[src/rtl/mem_port_arbiter.sv]
// Arbiter sharing one single-ported memory between instruction fetch and data access.
// Data has priority; a saturating streak counter forces a fetch after STARVE_LIMIT data grants.
module mem_port_arbiter #(
  parameter int ADDR_W       = 32,
  parameter int DATA_W       = 32,
  parameter int STARVE_LIMIT = 4
) (
  input  logic              clk,
  input  logic              reset,
  input  logic              if_req,
  input  logic [ADDR_W-1:0] if_addr,
  input  logic              if_flush,
  output logic              if_ack,
  output logic [DATA_W-1:0] if_rdata,
  output logic              if_stall,
  input  logic              d_req,
  input  logic              d_we,
  input  logic [ADDR_W-1:0] d_addr,
  input  logic [DATA_W-1:0] d_wdata,
  input  logic [1:0]        d_size,
  input  logic              d_ext,
  output logic              d_ack,
  output logic [DATA_W-1:0] d_rdata,
  output logic              d_stall,
  output logic              m_valid,
  output logic              m_we,
  output logic [ADDR_W-1:0] m_addr,
  output logic [DATA_W-1:0] m_wdata,
  output logic [1:0]        m_size,
  output logic              m_ext,
  input  logic              m_ready,
  input  logic [DATA_W-1:0] m_rdata
);

  typedef enum logic [1:0] {
    IDLE   = 2'd0,
    BUSY_I = 2'd1,
    BUSY_D = 2'd2
  } state_t;

  localparam logic [3:0] LIMIT = 4'(STARVE_LIMIT);

  state_t     state, state_next;
  logic [3:0] streak, streak_next;
  logic       flush_pend;
  logic       grant_d, grant_i, done;
  logic       fetch_killed;

  // Stalls depend only on request and ack, never on m_ready.
  assign if_stall = if_req & ~if_ack;
  assign d_stall  = d_req & ~d_ack;

  // A flush arriving on the completion edge itself also kills the fetch.
  assign fetch_killed = flush_pend | if_flush;

  always_comb begin
    // NOTE: every signal gets a default first so no path leaves it unassigned (no latch).
    state_next  = state;
    streak_next = streak;
    grant_d     = 1'b0;
    grant_i     = 1'b0;
    done        = 1'b0;
    case (state)
      IDLE: begin
        if (d_req && (streak < LIMIT || !if_req)) begin
          grant_d    = 1'b1;
          state_next = BUSY_D;
        end else if (if_req && !if_flush) begin
          grant_i    = 1'b1;
          state_next = BUSY_I;
        end
        if (!if_req || grant_i) begin
          streak_next = '0;
        end else if (grant_d && streak < LIMIT) begin
          streak_next = streak + 4'd1;
        end
      end
      BUSY_I, BUSY_D: begin
        if (m_ready) begin
          done       = 1'b1;
          state_next = IDLE;
        end
      end
      default: state_next = IDLE;
    endcase
  end

  always_ff @(posedge clk or posedge reset) begin
    // NOTE: sequential state uses non-blocking assignments so all registers update together.
    if (reset) begin
      state      <= IDLE;
      streak     <= '0;
      flush_pend <= 1'b0;
    end else begin
      state  <= state_next;
      streak <= streak_next;
      if (done) begin
        flush_pend <= 1'b0;
      end else if (state == BUSY_I && if_flush) begin
        flush_pend <= 1'b1;
      end
    end
  end

  always_ff @(posedge clk or posedge reset) begin
    if (reset) begin
      m_valid  <= 1'b0;
      m_we     <= 1'b0;
      m_addr   <= '0;
      m_wdata  <= '0;
      m_size   <= 2'b00;
      m_ext    <= 1'b0;
      if_ack   <= 1'b0;
      d_ack    <= 1'b0;
      if_rdata <= '0;
      d_rdata  <= '0;
    end else begin
      if_ack <= 1'b0;
      d_ack  <= 1'b0;
      if (grant_d) begin
        m_valid <= 1'b1;
        m_we    <= d_we;
        m_addr  <= d_addr;
        m_wdata <= d_wdata;
        m_size  <= d_size;
        m_ext   <= d_ext;
      end else if (grant_i) begin
        m_valid <= 1'b1;
        m_we    <= 1'b0;
        m_addr  <= if_addr;
        m_wdata <= '0;
        m_size  <= 2'b11;
        m_ext   <= 1'b0;
      end
      if (done) begin
        m_valid <= 1'b0;
        m_we    <= 1'b0;
        if (state == BUSY_D) begin
          d_ack   <= 1'b1;
          d_rdata <= m_rdata;
        end else if (!fetch_killed) begin
          if_ack   <= 1'b1;
          if_rdata <= m_rdata;
        end
      end
    end
  end

endmodule
[config.mk]
export PLATFORM = sky130hd
export DESIGN_NAME = mem_port_arbiter
export DESIGN_NICKNAME = d
export VERILOG_FILES = /design/src/rtl/mem_port_arbiter.sv
export SDC_FILE = /design/constraint.sdc
export NUM_CORES = 1
export LEC_CHECK = 0
export ABC_AREA = 1
export BUFFER_PORTS_ARGS = -buffer_cell sky130_fd_sc_hd__buf_2
export CAP_MARGIN = 25
export CORE_MARGIN = 2
export CORE_UTILIZATION = 25
export CTS_CLUSTER_SIZE = 24
export DETAILED_ROUTE_END_ITERATION = 8
export GPL_TIMING_DRIVEN = 1
export SKIP_LAST_GASP = 1
export SLEW_MARGIN = 20
export SYNTH_ARGS = -nofsm -noshare
export SYNTH_HDL_FRONTEND = slang
export SYNTH_SLANG_ARGS = --single-unit
[constraint.sdc]
create_clock -name clk -period 11.75 [get_ports clk]
set_clock_uncertainty 0.1 [all_clocks]
set_input_delay 2.9375 -clock clk [delete_from_list [all_inputs] [get_ports clk]]
set_output_delay 2.9375 -clock clk [all_outputs]
set_load 0.05 [all_outputs]
**After elaboration in Yosys (flattened, before gate mapping)**

Index checks and enable logic that the tools add are counted.

- Add/sub/neg operators: 1
- Order comparisons: 1
- Eq/ne operators: 4
- Muxes and demuxes: 35
- Bitwise logic cells: 7
- Reduce and logical (&&, ||, !) cells: 18

Operator list:

| kind | count |
|---|---|
| 2-to-1 mux 32 bit | 4 |
| 2-to-1 mux 1 bit | 23 |
| 2-to-1 mux 2 bit | 5 |
| 2-to-1 mux 4 bit | 2 |
| AND reduction 2 bit | 3 |
| nonzero test 2 bit | 3 |
| adder 4 x 1 -> 4 bit (second input constant) | 1 |
| logical AND 1 bit | 4 |
| less-than comparator 4 x 3 -> 1 bit (second input constant) | 1 |
| inverter 1 bit | 4 |
| one-hot mux 2 bit (2 select lines) | 1 |
| != test 3 bit (second input constant) | 1 |
| AND reduction 3 bit | 1 |
| nonzero test 3 bit | 1 |
| AND 1 bit | 2 |
| == test 2 x 1 -> 1 bit (second input constant) | 1 |
| == test 2 bit (second input constant) | 1 |
| zero test 1 bit | 2 |
| zero test 2 bit | 1 |
| logical OR 1 bit | 2 |
| != test 2 bit (second input constant) | 1 |
| OR reduction 2 bit | 1 |
| OR 1 bit | 1 |

- Bits in registers: 142
- Input port bits: 138
- Output and inout port bits: 137
- Word-level logic and storage cells: 79

**Depth between registers and ports, before layout**

Gate-level depths: netlist of the first run.

- Word-level depth: 9
- Mapped depth: 9
- Mapped depth without buffers: 7

**Least setup slack after synthesis of the first run**

Ideal clock, no wire load.

- Path kind: input -> output
- Start point: input if_req
- End point: output if_stall
- Arrival time: 3.620 ns
- Required time: 8.713 ns
- Setup slack: 5.093 ns
- Stages: 2
- Path buffers: 0
- Path through: inv_2 nor2_1

- Cells in the longest elaborated chain, start to end: 1

Ends and longest elaborated chain:

| item | RTL line | RTL |
|---|---|---|
| start: declaration | 10 | `input logic if_req,` |
| AND 1 bit | 50 | `assign if_stall = if_req & ~if_ack;` |
| end: declaration | 15 | `output logic if_stall,` |

No other way between the ends.

**Worst setup path after layout of the first run**

- Start point: input d_req
- End point: output d_stall

- Cells in the longest elaborated chain, start to end: 1

Ends and longest elaborated chain:

| item | RTL line | RTL |
|---|---|---|
| start: declaration | 16 | `input logic d_req,` |
| AND 1 bit | 51 | `assign d_stall = d_req & ~d_ack;` |
| end: declaration | 24 | `output logic d_stall,` |

No other way between the ends.

==> summary.txt, run 1 <==
Status
  – Outcome: finished clean

Critical path
  – CP arrival: around 3.5 ns
  – Max stage delay cell, worst path: buf_2
  – Most Frequent Cell on Critical Path: buf_2
  – CP cell instances: buf_2, inv_1, nor2_1, buf_2
  – Crit path max-delay family: buffers and inverters
  – Reg2reg setup slack: roughly 9.2 ns
  – Reg-to-reg startpoint: state[0]$_DFFE_PP0P_
  – Worst Setup End Kind: primary output
  – Setup Crit Path Kind: primary input to primary output
  – Crit path max fanout: 4
  – CP required: about 8.7 ns
  – Startpoint type of the worst setup path: primary input
  – R2r endpoint: m_addr[30]$_DFFE_PP0P_
  – CP peak stage delay: between 0.2 and 0.3 ns
  – R2R depth: 8
  – Critical path buffers and inverters: 3
  – Crit path launch: d_req

CTS
  – Root Driver: clkbuf_16
  – Clock sinks: between 100 and 150
  – Clock slew at reported path FFs: around 0.06 ns
  – CTS Buffer Depth: 2
  – Clk_lat worst skew: 0.41 ns
  – TritonCTS clock tree: yes
  – H-Tree Depth: 4
  – CTS Buf Count: 17
  – Post-CTS resize count: 0
  – Hold Buf Count CTS: 0
  – Post-CTS setup buffers: 0

Route
  – Routed len/inst: roughly 13 microns
  – Antenna Violating Nets Remaining: 0
  – Via count: between 5000 and 6000
  – Routed WL: 17900 microns
  – DRC errors left: 0
  – Number of DRC markers in iteration 0: between 300 and 400
  – DR vias/cell: roughly 4.2
  – DR pass1 iterations: 5

Global routing
  – GRT Residual Overflow: 0
  – Vias in the first global route: about 5500
  – Largest net degree at the start of global routing: approximately 100
  – GRT Total Usage: 0.141
  – Initial antenna violation count: 2
  – First-pass GRT wire length: 29000 microns

Place
  – Count of buffers from port buffering: ~270
  – Pre-CTS WS: ~5.2 ns
  – Post-DP HPWL: between 10000 and 15000 microns
  – Final Wtd Congestion: between 0.8 and 0.9

Yosys
  – YS warnings: 0
  – Post-synth top cells: nand2_1, dfrtp_1, inv_1
  – Yosys top cell by area: dfrtp_1
  – Synth unique cells: 21
  – Top FF cell, synth: dfrtp_1
  – Synthesized area per cell: 8.36 sq um
  – Post-Syn Area: a little over 6000 sq um
  – Most common cell in the netlist: nand2_1
  – #FFs+latches synth: between 100 and 150
  – Post-synthesis sequential area ratio: 0.577
  – Number of synthesized flops with an enable pin: 0
  – Share of the synthesized area in the top cell type: 0.577
  – Mapped Nets: approximately 880
  – Dominant cells by area after synthesis: dfrtp_1, nand2_1, nand3_1, o21ai_0, inv_1
  – Async SR Flop Fraction: 1.00
  – Post-Syn Instances: between 700 and 800

Finish
  – Nets: 1132
  – P&R area growth vs syn: 35.6%
  – Core Util, Final: 0.345
  – Layout cells sized above 1: 0.318

Timing
  – Final period util: 0.556
  – Setup TNS: 0 ns
  – Post-route worst setup slack: approximately 5.2 ns
  – Max-slew headroom: 0.320
  – Slew @ Worst Pin: approximately 1.0 ns
  – Worst Hold Slack: 0.381 ns
  – Final setup violation count: 0
  – Final max-slew violation count: 0
  – RSZ-0062 raised after global routing: false
  – Hold Fails Final Rpt: 0
  – Final Critical Period: around 6.5 ns
  – Max Freq: 0.153 GHz

Floorplanning
  – Die H: between 150 and 200 microns
  – Die Wd: about 160 microns
  – Initial Utilization: 0.254
  – Row cnt: between 50 and 60
  – Core ar.: 24200 sq um
  – Die ar.: about 26000 sq um
  – Top Ports: between 200 and 300

Pwr
  – Tot Pwr: 2850 uW
  – Max IR drop VDD: 0.000164 V
  – Pleak: 0.00482 uW
  – Power per standard cell area: 341 nW/um^2

Job
  – Maxcap violations: 0

Worst hold path
  – WHS Endpoint: if_rdata[28]$_DFFE_PP0P_
  – Worst Hold Depth: 2
  – Min-delay src: if_rdata[28]$_DFFE_PP0P_
  – Hold Path Class: register to register
==> state kept, by name (all words and copies together), names as in the netlist <==
signal,count
d_ack,1
d_rdata,32
flush_pend,1
if_ack,1
if_rdata,32
m_addr,32
m_ext,1
m_size,2
m_valid,1
m_wdata,32
m_we,1
state,2
streak,4
==> worst register-to-register path, cell delays in order (launching register included) <==
cell	delay (ns)
dfrtp_1	0.37
inv_1	0.07
ha_1	0.20
buf_4	0.25
nand3_4	0.33
buf_4	0.66
o21ai_0	0.23
nand2_1	0.14
nand2_1	0.07
==> per-layer routing <==
metal	track usage	share of wire	up-vias
li1	-	-	2804
met1	0.184	0.45	2538
met2	0.221	0.44	230
met3	0.0483	0.091	15
met4	0.0438	0.012	2
met5	0	0.00073	-
==> worst max-delay path by stage <==
| stage | end | slack (ns) | cells past startpoint |
|---|---|---|---|
| after floorplan | d_ack$_DFF_PP0_ | 4.90 | 1 |
| after global placement | d_stall | 5.23 | 4 |
| after detailed placement | d_stall | 5.22 | 4 |
| after CTS | d_stall | 5.21 | 4 |
| after global routing | if_stall | 5.17 | 4 |
| final | d_stall | 5.22 | 4 |
==> area by class of cell <==
| class | count | area, sq um |
|---|---|---|
| Clock inverter | 13 | 131 |
| Tap cell | 324 | 405 |
| Fill cell | 2571 | 15900 |
| Timing Repair Buffer | 278 | 1400 |
| Clock buffer | 19 | 443 |
| Inverter | 108 | 410 |
| Antenna cell | 1 | 2.50 |
| Multi-Input combinational cell | 443 | 2010 |
| Sequential cell | 142 | 3550 |
==> report_power, final <==
part / switching, uW / internal, uW / leakage [uW]
combinational: 1180 / 311 / 0.00279
clock: 228 / 302 / 0.000265
sequential: 118 / 714 / 0.00177
==> placed cells by master (no fill, tap or decap), drive strengths merged, types with 2 or more instances in the layout <==
master    instances
o21ai            96
nor2             17
ha                4
buf             278
a21oi             3
clkbuf           19
nand3           105
dfrtp           142
clkinvlp          5
inv             113
nand2           215
clkinv            2
==> kinds of logic after synthesis <==
logic type,count (synthesis),share of synthesized area
flops,142,0.577
compound gates,99,0.0810
fa+ha+maj,4,0.00812
buf+inv,152,0.102
simple gates,339,0.231
xor+xnor,1,0.00142
==> through the flow <==
| stage | instance area, sq um | instances |
|---|---|---|
| 2_1_floorplan | 6160 | 737 |
| 3_3_place_gp | 7770 | 1295 |
| 3_5_place_dp | 7780 | 1295 |
| 4_1_cts | 8350 | 1327 |
| 5_1_grt | 8350 | 1327 |
| 6_report | 8360 | 1328 |
No activity file was read; power rests on OpenSTA's default activity.
==> run 2, diff against run 1 <==
- ABC_AREA: 1 -> 0
- clock period: 11.75 -> 5.45 ns (I/O delays scaled with it)
==> run 2 against run 1 <==
Net effect:
- global-route usage shrank 0.49 points
- largest cell class unchanged
- utilization is 0.93 points higher
- sequential share of layout area rose by 0.12 points
- via count fell by 15%
- final cell count down 20%
- register-to-register slack got worse by 6.3 ns
- first-iteration DRC count decreased by 36%
- die area shrank 2.7%
==> summary.txt, run 2 <==
Status
  – Outcome: finished clean

Yosys
  – Synth unique cells: 34
  – Most common cell in the netlist: dfrtp_1
  – Yosys top cell by area: dfrtp_1
  – Dominant cells by area after synthesis: dfrtp_1, mux2_4, mux2_2, o221a_2, a211o_1
  – Synthesized area per cell: 12.8 sq um
  – Post-Syn Instances: approximately 470
  – Post-Syn Area: between 5000 and 6000 sq um
  – Mapped Nets: 610
  – YS warnings: 0
  – Post-synthesis sequential area ratio: 0.593
  – Number of synthesized flops with an enable pin: 0
  – #FFs+latches synth: 142
  – Top FF cell, synth: dfrtp_1
  – Share of the synthesized area in the top cell type: 0.593
  – Post-synth top cells: dfrtp_1, o21ai_0, nand2_1, nand3_1, mux2_2
  – Async SR Flop Fraction: 1.00

Floorplanning
  – Core ar.: ~24000 sq um
  – Top Ports: 275
  – Die H: around 160 microns
  – Row cnt: 56
  – Initial Utilization: 0.255
  – Die Wd: roughly 160 microns
  – Die ar.: roughly 25000 sq um

Pwr
  – Net Sw Power: ~3100 uW
  – Power per standard cell area: ~760 nW/um^2
  – Switching share of power: 0.495
  – Comb power frac: 0.537
  – Clock share of power: 0.181
  – Pint: 3210 uW
  – Pleak: 0.00418 uW
  – Max IR drop VDD: 0.000337 V
  – Sequential share of power: 0.282

Place
  – Post-Place Cell Area: 7720 sq um
  – Pre-CTS WS: 1.98 ns
  – Final Wtd Congestion: 0.740
  – Count of buffers from port buffering: 274
  – Post-DP HPWL: approximately 12000 microns

Critical path
  – R2R depth: 6
  – Crit path max fanout: 8
  – Worst Setup End Kind: primary output
  – CP arrival: around 2 ns
  – Startpoint type of the worst setup path: primary input
  – CP required: 3.99 ns
  – Setup Crit Path Kind: primary input to primary output

Global routing
  – GRT Residual Overflow: 0
  – First-pass GRT wire length: between 20000 and 30000 microns
  – Largest net degree at the start of global routing: 68
  – Initial antenna violation count: 2
  – Vias in the first global route: 4934
  – GRT Total Usage: 0.136

Route
  – Number of DRC markers in iteration 0: 216
  – DR pass1 iterations: 4
  – Routed len/inst: around 16 microns
  – Antenna Violating Nets Remaining: 0
  – Via count: around 4800
  – DR vias/cell: 4.47
  – DRC errors left: 0
  – Routed WL: roughly 17000 microns

CTS
  – Post-CTS resize count: 0
  – Root Driver: clkbuf_16
  – Clock sinks: 142
  – Post-CTS setup buffers: 0
  – CTS Buf Count: 17
  – Hold Buf Count CTS: 0
  – CTS Buffer Depth: 2
  – Clock slew at reported path FFs: ~0.050 ns
  – Clk_lat worst skew: 0.41 ns
  – H-Tree Depth: 4
  – TritonCTS clock tree: yes

Timing
  – Final period util: 0.638
  – Final Critical Period: 3.48 ns
  – Final setup violation count: 0
  – Final max-slew violation count: 0
  – Hold Fails Final Rpt: 0
  – Setup TNS: 0 ns
  – Max-slew headroom: 0.481
  – Post-route worst setup slack: 1.97 ns
  – Slew @ Worst Pin: about 0.78 ns
  – Worst Hold Slack: between 0.3 and 0.4 ns
  – Max Freq: 0.288 GHz
  – RSZ-0062 raised after global routing: false

Finish
  – P&R area growth vs syn: 39.0%
  – Most common cell after layout, fill and taps aside: buf_2
  – Design area: about 8300 sq um
  – Commonest non-fill, non-tap cells in the layout: buf_2, dfrtp_1, o21ai_0
  – Nets: approximately 880
  – Layout cells sized above 1: 0.559

Job
  – Maxcap violations: 0

Worst hold path
  – Hold Path Class: register to register
  – Worst Hold Depth: 1
[run 2: changes by cell type in the layout (fill, tap and decap cells not counted), sizes merged, moves of 3 or more]
cell / delta
nor2: -13
clkinv: +5
nand2: -178
o221ai: +3
nor2b: +4
inv: -97
o221a: +29
clkinvlp: -3
o211ai: +3
nand3: -68
mux2: +65
o21ai: -57
buf: +7
a211o: +29
[run 2: layer usage]
metal	routed length, microns	vias up	track usage
li1	-	2243	-
met1	7490	2336	0.170
met2	8200	170	0.226
met3	1110	19	0.0418
met4	312	0	0.0421
met5	0	-	0
[run 2: path summary, 6_finish.rpt]
check	from	end	slack [ns]
worst min-delay path	d_rdata[25]$_DFFE_PP0P_	d_rdata[25]$_DFFE_PP0P_	0.40
min in group asynchronous	reset	d_rdata[13]$_DFFE_PP0P_	0.93
worst min register to register	d_rdata[25]$_DFFE_PP0P_	d_rdata[25]$_DFFE_PP0P_	0.40
max in group asynchronous	reset	m_wdata[18]$_DFFE_PP0P_	3.33
worst max register to register	state[0]$_DFFE_PP0P_	if_rdata[23]$_DFFE_PP0P_	2.90
worst max-delay path	if_req	if_stall	1.97
[run 2: cells by family (layout without fill, tap and decap cells)]
kind of cell               Yosys count  after routing  synth area share
other                                0              1                 0
DFF                                142            142             0.593
and+or+nand+nor                     89             89            0.0689
AOI/OAI and AO/OA                  116            116             0.152
muxes                               65             65             0.140
adders and majority gates            4              4           0.00835
buffers and inverters               52            330            0.0378
[run 2: area by class of cell]
type | instances | area (sq um)
antenna | 1 | 2.50
clock buffer | 18 | 439
clock inverter | 14 | 140
fill | 2372 | 15200
inverter | 13 | 53.8
multi-input combinational | 274 | 2240
sequential | 142 | 3550
tap | 319 | 399
timing repair buffer | 285 | 1510
[run 2: power by group through the flow]
stage               clock network, uW  registers (uW)  logic (uW)
floorplan                           0            3480         937
global placement                    0            1800        3410
detailed placement                  0            1810        3440
CTS                              1190            1800        3440
global route                     1240            1860        3590
finish                           1150            1790        3410
[run 2: through the flow]
step / utilization / cells / total power, uW
finish: 0.354 / 1066 / 6360
floorplan: - / 468 / 4420
global placement: 0.326 / 1030 / 5210
detailed placement: 0.328 / 1032 / 5240
global route: 0.354 / 1066 / 6690
CTS: 0.353 / 1064 / 6420
[run 2: worst max-delay path, cell delays in order]
cell     delay [ns]
buf_2          0.22
nor2b_1        0.16
buf_2          0.27
==> run 3, diff against run 2 <==
- clock period: 5.45 -> 3.3 ns (I/O delays scaled with it)
==> run 3 against run 2 <==
Net effect:
- routed wire length about the same
- hold slack improved by 0.0025 ns
- cell area decreased by 0.23%
- critical endpoint unchanged
- largest cell class unchanged
- largest power group unchanged
==> summary.txt, run 3 (synthesized netlist as in run 2, its figures left out) <==
Floorplanning
  – Core ar.: about 24000 sq um
  – Top Ports: 275
  – Die H: ~160 microns
  – Initial Utilization: 0.255
  – Die Wd: approximately 160 microns
  – Row cnt: between 50 and 60
  – Die ar.: 25200 sq um

Route
  – Top Metal Used: met4
  – Routed len/inst: between 15 and 20 microns
  – Routed wl met2: 8250 microns
  – Number of DRC markers in iteration 0: 265
  – DR pass1 iterations: 4
  – Via count: ~4800
  – DR vias/cell: around 4.5
  – M1 WL: approximately 7300 microns
  – Met3 WL: 1140 microns
  – Antenna Violating Nets Remaining: 0
  – DRC errors left: 0
  – Routed WL: approximately 17000 microns

CTS
  – Hold Buf Count CTS: 0
  – CTS Buf Count: 17
  – H-Tree Depth: 4
  – Clock slew at reported path FFs: around 0.060 ns
  – Post-CTS setup buffers: 0
  – Clk_lat worst skew: slightly above 0.4 ns
  – Clock sinks: 142
  – TritonCTS clock tree: yes
  – Root Driver: clkbuf_16
  – Post-CTS resize count: 0
  – CTS Buffer Depth: 2

Timing
  – Final Critical Period: ~2.4 ns
  – Final max-slew violation count: 0
  – Slew @ Worst Pin: between 0.7 and 0.8 ns
  – Setup TNS: 0 ns
  – RSZ-0062 raised after global routing: false
  – Max Freq: approximately 0.42 GHz
  – Final setup violation count: 0
  – Hold Fails Final Rpt: 0
  – Final period util: 0.728
  – Max-slew headroom: 0.468

Place
  – Post-DP HPWL: about 11000 microns
  – Post-Place Cell Area: about 7700 sq um
  – Count of buffers from port buffering: roughly 270
  – Final Wtd Congestion: 0.756

Finish
  – Nets: ~900
  – Commonest non-fill, non-tap cells in the layout: buf_2, dfrtp_1, o21ai_0
  – Layout cells sized above 1: 0.555
  – Most common cell after layout, fill and taps aside: buf_2
  – Design area: about 8300 sq um
  – P&R area growth vs syn: 38.6%

Critical path
  – Startpoint type of the worst setup path: primary input
  – Reg2reg setup slack: roughly 0.95 ns
  – R2r endpoint: if_rdata[13]$_DFFE_PP0P_
  – Setup Crit Path Kind: primary input to primary output
  – Reg-to-reg startpoint: state[0]$_DFFE_PP0P_
  – CP required: 2.37 ns
  – Crit path max fanout: 8
  – Crit path launch: if_req
  – R2R depth: 6
  – CP arrival: ~1.5 ns
  – Worst Setup End Kind: primary output

Worst hold path
  – WHS Endpoint: d_rdata[29]$_DFFE_PP0P_
  – Worst Hold Depth: 1
  – Min-delay src: d_rdata[29]$_DFFE_PP0P_
  – Hold Path Class: register to register

Pwr
  – Comb power frac: 0.532
  – Sequential share of power: 0.282
  – Pleak: 0.00417 uW
  – Clock share of power: 0.185
  – Power per standard cell area: 1270 nW/um^2
  – Switching share of power: 0.488
  – Pint: 5390 uW
  – Net Sw Power: 5130 uW
  – Max IR drop VDD: about 0.0007 V

Global routing
  – Vias in the first global route: between 5000 and 6000
  – First-pass GRT wire length: between 20000 and 30000 microns
  – Largest net degree at the start of global routing: about 140
  – Initial antenna violation count: 1
  – GRT Total Usage: 0.136
  – GRT Residual Overflow: 0

Job
  – Maxcap violations: 0

Status
  – Outcome: finished clean
==> run 3: through the flow <==
step                      total power (uW)  hold WS [ns]  utilization  instances  setup slack, ns
after detailed placement              8640         0.387        0.328       1034            0.717
after global placement                8580         0.383        0.327       1033            0.734
after global routing                 11100         0.413        0.353       1064            0.810
final                                10500         0.399        0.353       1064            0.898
after CTS                            10700         0.402        0.353       1063            0.877
after floorplan                       7300         0.377            -        468            0.598
==> run 3: power by group through the flow <==
stage          combinational [uW]  sequential, uW  clock (uW)
5_1_grt                      5900            3080        2080
6_report                     5600            2970        1950
3_5_place_dp                 5660            2980           0
4_1_cts                      5650            2970        2030
3_3_place_gp                 5600            2980           0
2_1_floorplan                1550            5750           0
==> run 3: area by class of cell <==
type                    instances  area [sq um]
clock inverters                 7           113
clock buffers                  22           474
flip-flops and latches        142          3550
fillers                      2399         15200
inverters                      13          52.6
multi-input cells             274          2240
diodes                          1          2.50
well taps                     319           399
repair buffers                286          1480
==> run 3: worst max path at each step <==
stage,endpoint,slack (ns),cells after the start
global route,if_rdata[8]$_DFFE_PP0P_,0.81,6
floorplan,d_ack$_DFF_PP0_,0.60,1
finish,if_stall,0.90,3
detailed placement,if_rdata[13]$_DFFE_PP0P_,0.72,4
global placement,if_rdata[24]$_DFFE_PP0P_,0.73,4
CTS,if_stall,0.88,3
==> run 3: critical path, cell delays in order <==
cell     delay, ns
buf_2         0.17
nor2b_1       0.17
buf_2         0.31
==> run 3: layer usage <==
metal  vias to the layer above  GRT usage
li1                       2237          -
met4                         0     0.0579
met3                        27     0.0387
met2                       189      0.221
met1                      2372      0.168
met5                         -          0
